File: src/rtl/curve_pkg.sv
// curve_pkg: X25519 scalar constants, clamp masks and the feeder state shared with point_mult
package curve_pkg;
    localparam int N = 256;
    localparam int TOP_BIT = 254;
    localparam logic [N-1:0] CLAMP_AND = ~((N'(1) << (N - 1)) | N'(7));
    localparam logic [N-1:0] CLAMP_OR = N'(1) << (N - 2);
    typedef enum logic [1:0] {ST_IDLE, ST_LOAD, ST_CLAMP, ST_SHIFT} feeder_state_t;
endpackage

File: src/rtl/scalar_feeder.sv
// scalar_feeder: loads a little-endian scalar, clamps it and streams bits TOP_BIT..0 MSB-first
module scalar_feeder #(
    parameter int N = curve_pkg::N,
    parameter int W = 32,
    parameter int TOP_BIT = curve_pkg::TOP_BIT,
    parameter bit CLAMP = 1'b1
) (
    input  logic         clk,
    input  logic         rst_n,
    input  logic [W-1:0] s_word,
    input  logic         s_valid,
    output logic         s_ready,
    output logic         k_bit,
    output logic         k_valid,
    input  logic         k_ready,
    output logic         k_first,
    output logic         k_last,
    output logic         busy
);
    localparam int IW = $clog2(TOP_BIT + 1);
    localparam int CW = $clog2(N / W);
    curve_pkg::feeder_state_t state;
    logic [N-1:0] scalar;
    logic [IW-1:0] idx;
    logic [CW-1:0] wcnt;
    always_ff @(posedge clk) begin
        if (!rst_n) begin
            state <= curve_pkg::ST_IDLE;
            scalar <= '0;
            idx <= '0;
            wcnt <= '0;
        end else begin
            case (state)
                curve_pkg::ST_IDLE: state <= curve_pkg::ST_LOAD;
                curve_pkg::ST_LOAD: if (s_valid) begin
                    scalar[wcnt*W +: W] <= s_word;
                    wcnt <= wcnt + 1'b1;
                    if (wcnt == CW'(N / W - 1)) state <= curve_pkg::ST_CLAMP;
                end
                curve_pkg::ST_CLAMP: begin
                    if (CLAMP) scalar <= (scalar & curve_pkg::CLAMP_AND) | curve_pkg::CLAMP_OR;
                    idx <= IW'(TOP_BIT);
                    state <= curve_pkg::ST_SHIFT;
                end
                curve_pkg::ST_SHIFT: if (k_ready) begin
                    idx <= idx - 1'b1;
                    // last bit consumed: wipe key material before accepting the next scalar
                    if (idx == '0) begin
                        scalar <= '0;
                        wcnt <= '0;
                        state <= curve_pkg::ST_LOAD;
                    end
                end
                default: state <= curve_pkg::ST_IDLE;
            endcase
        end
    end
    assign s_ready = state == curve_pkg::ST_LOAD;
    assign k_valid = state == curve_pkg::ST_SHIFT;
    assign busy = state == curve_pkg::ST_CLAMP || state == curve_pkg::ST_SHIFT;
    assign k_bit = k_valid && scalar[idx];
    assign k_first = k_valid && idx == IW'(TOP_BIT);
    assign k_last = k_valid && idx == '0;
endmodule

File: config.mk
export PLATFORM = sky130hd
export DESIGN_NAME = scalar_feeder
export DESIGN_NICKNAME = d
export VERILOG_FILES = /design/src/rtl/curve_pkg.sv /design/src/rtl/scalar_feeder.sv
export SDC_FILE = /design/constraint.sdc
export NUM_CORES = 1
export LEC_CHECK = 0
export CELL_PAD_IN_SITES_DETAIL_PLACEMENT = 0
export CELL_PAD_IN_SITES_GLOBAL_PLACEMENT = 1
export CORE_AREA = 4 4 195 197
export DETAILED_ROUTE_END_ITERATION = 10
export DIE_AREA = 0 0 199 201
export PLACE_DENSITY = 0.61
export SETUP_SLACK_MARGIN = 0.15
export SLEW_MARGIN = 25
export SYNTH_ARGS = -nofsm -noshare
export SYNTH_HDL_FRONTEND = slang
export SYNTH_SLANG_ARGS = --single-unit
File: constraint.sdc
create_clock -name clk -period 6.7 [get_ports clk]
set_input_delay 1.34 -clock clk [delete_from_list [all_inputs] [get_ports clk]]
set_output_delay 1.34 -clock clk [all_outputs]
set_load 0.02 [all_outputs]
==> results of run 1 <==
through the flow:
step / instances / total power, mW / hold slack [ns]
6_report: 1869 / 4.60 / 0.449
3_3_place_gp: 1814 / 2.85 / 0.437
4_1_cts: 1869 / 4.65 / 0.451
3_5_place_dp: 1814 / 2.85 / 0.443
5_1_grt: 1869 / 4.79 / 0.462
2_1_floorplan: 1437 / 2.51 / 0.429
cell families (layout without fill, tap and decap cells):
| family | after synthesis | in the layout |
|---|---|---|
| and+or+nand+nor | 585 | 585 |
| xor gates and xnor gates | 2 | 2 |
| DFF | 269 | 269 |
| adders and majority gates | 14 | 14 |
| muxes | 114 | 114 |
| buffers and inverters | 174 | 138 |
| AOI/OAI and AO/OA | 279 | 279 |
placed cells by master (no fill, tap or decap), types with 4 or more instances in the layout:
cell             synthesis  layout
dfxtp_1                269     266
nand2_1                238     238
nand3_1                236     236
a21oi_1                229     229
mux4_2                  64      64
nor2_1                  56      56
mux2i_1                 48      48
clkdlybuf4s50_1          0      41
clkbuf_16                0      35
buf_4                    7      28
inv_1                   13      13
a22oi_1                 13      13
ha_1                    14      13
nor3_1                  12      11
a21oi_2                 10      10
clkbuf_1                57      10
nand4_1                  6       6
and3_1                   9       6
nand2b_1                 6       6
nor2b_1                  6       5
and2_1                   5       5
a31oi_1                  4       4
worst max-delay path by stage:
| stage | from | end | depth (start not counted) |
|---|---|---|---|
| after global routing | idx[0]$_SDFFE_PN0P_ | k_bit | 7 |
| after detailed placement | idx[3]$_SDFFE_PN0P_ | k_bit | 8 |
| after global placement | idx[3]$_SDFFE_PN0P_ | k_bit | 8 |
| after CTS | idx[3]$_SDFFE_PN0P_ | k_bit | 8 |
| final | idx[3]$_SDFFE_PN0P_ | k_bit | 8 |
| after floorplan | idx[1]$_SDFFE_PN0P_ | k_bit | 9 |
metal layers:
metal	part of all wire	wire (um)	track usage	vias up
met5	0.00063	27	0	-
met4	0.020	846	0.0511	4
met3	0.061	2640	0.0354	58
met2	0.46	19700	0.329	336
met1	0.46	19800	0.309	5247
li1	-	-	-	4935
worst max-delay path, delay by kind of cell, from the launching register on:
family                 cells  cell delay (ns)
muxes                      1             0.34
and+or+nand+nor            2             0.20
buffers and inverters      2             0.96
AOI/OAI and AO/OA          3             1.05
DFF                        1             0.97
registers in the layout, summed over array words and instances (netlist names), named ones only:
name / cells
idx: 8
scalar: 255
state: 2
wcnt: 3
area by class of cell:
type	count	share of cell area
Timing Repair Buffer	70	0.0454
Multi-Input combinational cell	994	0.453
Tap cell	468	0.0415
Clock buffer	47	0.0666
Clock inverter	8	0.00868
Inverter	13	0.00346
Sequential cell	269	0.382
report_power, final:
part           switching [mW]  internal [mW]
sequential              0.181           1.67
combinational           0.620          0.344
clock                   0.691           1.09
==> impl_metrics.ini, run 1 <==
[final_layout]
area_growth_pct = 12.2
multi_input_area_sq_um = 6390
finalNetCount = 1432
drive_above_1_share = 0.121
fill_cells = 3731
fin_area_sq_um = 14100
diodes = 0
layout.area.seq_sq_um = 5390
fin_util = 0.390

[sta]
post-route-period-util = 0.802
setup_ws_ns = 1.32
fmax_mhz = 186
setup_viol = 0
finalHoldViolCount = 0
tightest_slew_ns = 0.976
fin_skew_ns = 0.0163
maxSlewViolCount = 0
tns_ns = 0
relSlewSlack = 0.350
rsz0062_at_grt = false
final.min_clock_period_ns = 5.38

[hold_path]
min_to = scalar[6]$_SDFFE_PN0P_
hold_path_startpoint = scalar[6]$_SDFFE_PN0P_
min_path_type = register to register
min_path_cells = 2

[yosys]
async_reset_ff_frac = 0
yosys-top-cells-area = dfxtp_1 (43%), mux4_2 (11%), nand3_1 (9.4%)
synth.ff_latch_count = 269
yosysSeqAreaShare = 0.428
synth-main-ff-cell = dfxtp_1
syn_inst = 1437
synth.distinct_cells = 51
synth_compound_area_frac = 0.125
synthXorXnorAreaFrac = 0.00139
synth.mux.area_fraction = 0.154
synthAdderAreaFrac = 0.0139
synth_top_area_cell = dfxtp_1
syn_nets = 1487
yosys.area.top_type_share = 0.428
yosys_warnings = 0
avgSynthCellArea_sq_um = 8.76
yosysMostFrequentCell = dfxtp_1
synth_common_cells = dfxtp_1 (269), nand2_1 (238), nand3_1 (236)
synthSimpleGateAreaFrac = 0.211
synth-edff-count = 0
synth_top_family_by_area = simple AND/OR/NAND/NOR gates
syn-cell-area_sq_um = 12600

[clocking]
holdBufCountCts = 0
clk_latency_ns = 0.51
cts_num_sinks = 269
htree_levels = 2
path_clk_slew_ns = 0.06
post_cts_buffers = 0
numCtsBuffers = 34
clockBufferDepth = 3
cts_tree = done
ctsResizeCount = 0
cts_root_buf = clkbuf_16

[grt]
grt_pass1_vias = 10163
antenna_found_initial = 2
grt_first_pass_wirelength_um = 65500
grt.overflow.total = 0
grt_start_max_net_pins = 147
grt_util_all_layers = 0.212

[run]
drv_cap = 0

[worst_setup_path]
critPathLaunchType = register
cp-end-kind = output port
timing.reg2reg.setup_slack_ns = 2.39
crit_chain = buf_4 > mux4_2 > nor2_1 > a31oi_1 > a2111oi_0 > nor4_1 > a221o_1 > clkdlybuf4s50_1
critical-path-max-stage-delay_ns = 0.97
r2r_end = scalar[144]$_SDFFE_PN0P_
critPathKind = register to output port
worstPathRequired_ns = 5.36
reg2reg_from = idx[0]$_SDFFE_PN0P_
r2r_cells = 9
cp_data_arrival_time_ns = 4.04
cp_slowest_cell = dfxtp_2
cp_max_fo = 31

[detailed_routing]
avgViaCountPerCell = 5.66
detail_route.wirelength_um = 43000
drt_drc_violations_left = 0
dr.pass1.iters = 5
dr_total_vias = 10580
drtAntennaViolNets = 0
first_iter_violations = 826
avgRoutedWirePerCell_um = 23.0

[power]
irDropWorstVdd_mv = 0.169
leakage_nw = 4.65
p_per_area_nw_per_um2 = 326

[placed_design]
dpl.hpwl_um = 26700
placedInstanceArea_sq_um = 13100
gp_congestion = 0.831
port_buffers = 41
place_ws_ns = 1.83

[run_status]
outcome = finished, final reports clean

[floorplan]
die_h_um = 201
start_util = 0.347
core-area_sq_um = 36300
die_w_um = 199
ios = 42
die_area_sq_um = 40000
rows = 70
Power figures use the tool's default switching activity.
==> run 2: changes to the inputs <==
clock period = 5 ns   (was 6.7 ns; I/O delays follow)
==> run 2 against run 1 <==
  * Sequential cell count stayed put
  * Global-route usage rose by 0.66 points
  * Critical path depth is 1 lower
  * Wire length grew 4.2%
  * Largest power group unchanged
  * Worst hold slack better by 0.0029 ns
  * Worst setup slack lost 0.98 ns
  * Sequential share of layout area shrank 0.30 points
  * First-iteration DRC count increased by 36%
  * Clock power rose by 33%
  * Register-to-register slack got worse by 0.75 ns
  * Clock skew fell by 0.0099 ns
==> impl_metrics.ini, run 2 (same netlist as run 1, synthesis figures left out) <==
[run]
drv_cap = 0

[placed_design]
dpl.hpwl_um = 28400
gp_congestion = 0.852
placedInstanceArea_sq_um = 13100
port_buffers = 41
dp.cells = 1819
place_ws_ns = 0.798

[grt]
antenna_found_initial = 0
grt_pass1_vias = 10173
grt_util_all_layers = 0.218
grt_start_max_net_pins = 128
grt_first_pass_wirelength_um = 67500
grt.overflow.total = 0

[floorplan]
die_w_um = 199
die_h_um = 201
die_area_sq_um = 40000
core-area_sq_um = 36300
start_util = 0.347
rows = 70
ios = 42

[final_layout]
top_regs = scalar: 255 flops, idx: 8 flops, wcnt: 3 flops
largest_reg_flops = 255
drive_above_1_share = 0.126
top_register = scalar
final_cell_mix = dfxtp_1 (266), nand2_1 (238), nand3_1 (236), a21oi_1 (229), mux4_2 (64)
diodes = 0
layout.area.seq_sq_um = 5400
finalNetCount = 1436
fin_area_sq_um = 14200
fin_util = 0.393
fin_cells = 1877
area_growth_pct = 13.2
multi_input_area_sq_um = 6390
final_common_cell = dfxtp_1
fill_cells = 3720

[sta]
fin_skew_ns = 0.00642
finalHoldViolCount = 0
tns_ns = 0
rsz0062_at_grt = false
post-route-period-util = 0.932
setup_ws_ns = 0.342
fmax_mhz = 215
setup_viol = 0
final.min_clock_period_ns = 4.66
relSlewSlack = 0.388
tightest_slew_ns = 0.918
maxSlewViolCount = 0

[hold_path]
min_path_type = register to register

[clocking]
holdBufCountCts = 0
cts_tree = done
htree_levels = 1
clk_latency_ns = 0.56
cts_root_buf = clkbuf_16
cts_num_sinks = 269
numCtsBuffers = 31
path_clk_slew_ns = 0.06
clockBufferDepth = 3

[worst_setup_path]
critPathLaunchType = register
worstPathRequired_ns = 4.00
crit_chain = mux4_2 > mux2i_1 > nor2_1 > a2111oi_0 > nor4_1 > a221o_1 > clkdlybuf4s50_1
critPathKind = register to output port
cpLargestDelayFamily = compound AO/OA/AOI/OAI gates
cp-end-kind = output port
cp_data_arrival_time_ns = 3.66
cp_max_fo = 15
critPathBufInv = 1
cp_slowest_cell = dfxtp_4
critical-path-max-stage-delay_ns = 0.62

[power]
leakage_nw = 4.72
p_per_area_nw_per_um2 = 434
irDropWorstVdd_mv = 0.239

[run_status]
outcome = finished, final reports clean

[detailed_routing]
detail_route.wirelength_um = 44900
avgViaCountPerCell = 5.71
dr.pass1.iters = 6
dr_total_vias = 10717
first_iter_violations = 1125
avgRoutedWirePerCell_um = 23.9
drtAntennaViolNets = 0
drt_drc_violations_left = 0
-- run 2: repair_timing --
action	4_1_cts	5_1_grt
buffers inserted	0	2
gates resized for setup	0	1
setup endpoints to repair	0	1
-- run 2: cell type report --
cell class,instances,area share
clock buffers,49,0.0677
clock inverters,7,0.00799
inverters,13,0.00343
multi-input cells,994,0.448
flip-flops and latches,269,0.379
well taps,468,0.0411
repair buffers,77,0.0524
-- run 2: worst paths after layout --
check                           start                        to  slack, ns  cells after the start
min reg2reg  scalar[109]$_SDFFE_PN0P_  scalar[109]$_SDFFE_PN0P_       0.45                      2
max reg2reg       idx[0]$_SDFFE_PN0P_   scalar[80]$_SDFFE_PN0P_       1.64                     12
max               idx[0]$_SDFFE_PN0P_                     k_bit       0.34                      7
min          scalar[109]$_SDFFE_PN0P_  scalar[109]$_SDFFE_PN0P_       0.45                      2
-- run 2: report_power, final --
group          leakage (nW)  internal, mW  switching, mW
sequential             2.17          2.25          0.156
clock                 0.533          1.46          0.906
combinational          2.01         0.489          0.917
total                  4.72          4.20           1.98
-- run 2: metrics by stage --
stage	hold slack [ns]	power, mW
6_report	0.452	6.18
5_1_grt	0.467	6.44
4_1_cts	0.451	6.20
3_5_place_dp	0.444	3.83
3_3_place_gp	0.437	3.82
2_1_floorplan	0.429	3.37
-- run 2: worst register-to-register path, stage by stage (launching register included) --
cell       delay, ns
dfxtp_4         0.48
buf_12          0.24
inv_1           0.11
buf_4           0.27
ha_1            0.19
nor4b_4         0.24
nand3_2         0.16
a2111oi_4       0.38
buf_4           0.25
nand3_1         0.33
buf_4           0.38
nand2_1         0.13
a21oi_1         0.07
-- run 2: routing by layer --
layer  GRT usage  up-vias  routed length (um)
li1            -     4949                   -
met1       0.322     5343               20500
met2       0.348      371               20900
met3      0.0252       54                2520
met4      0.0440        0                 926
met5           0        -                   0
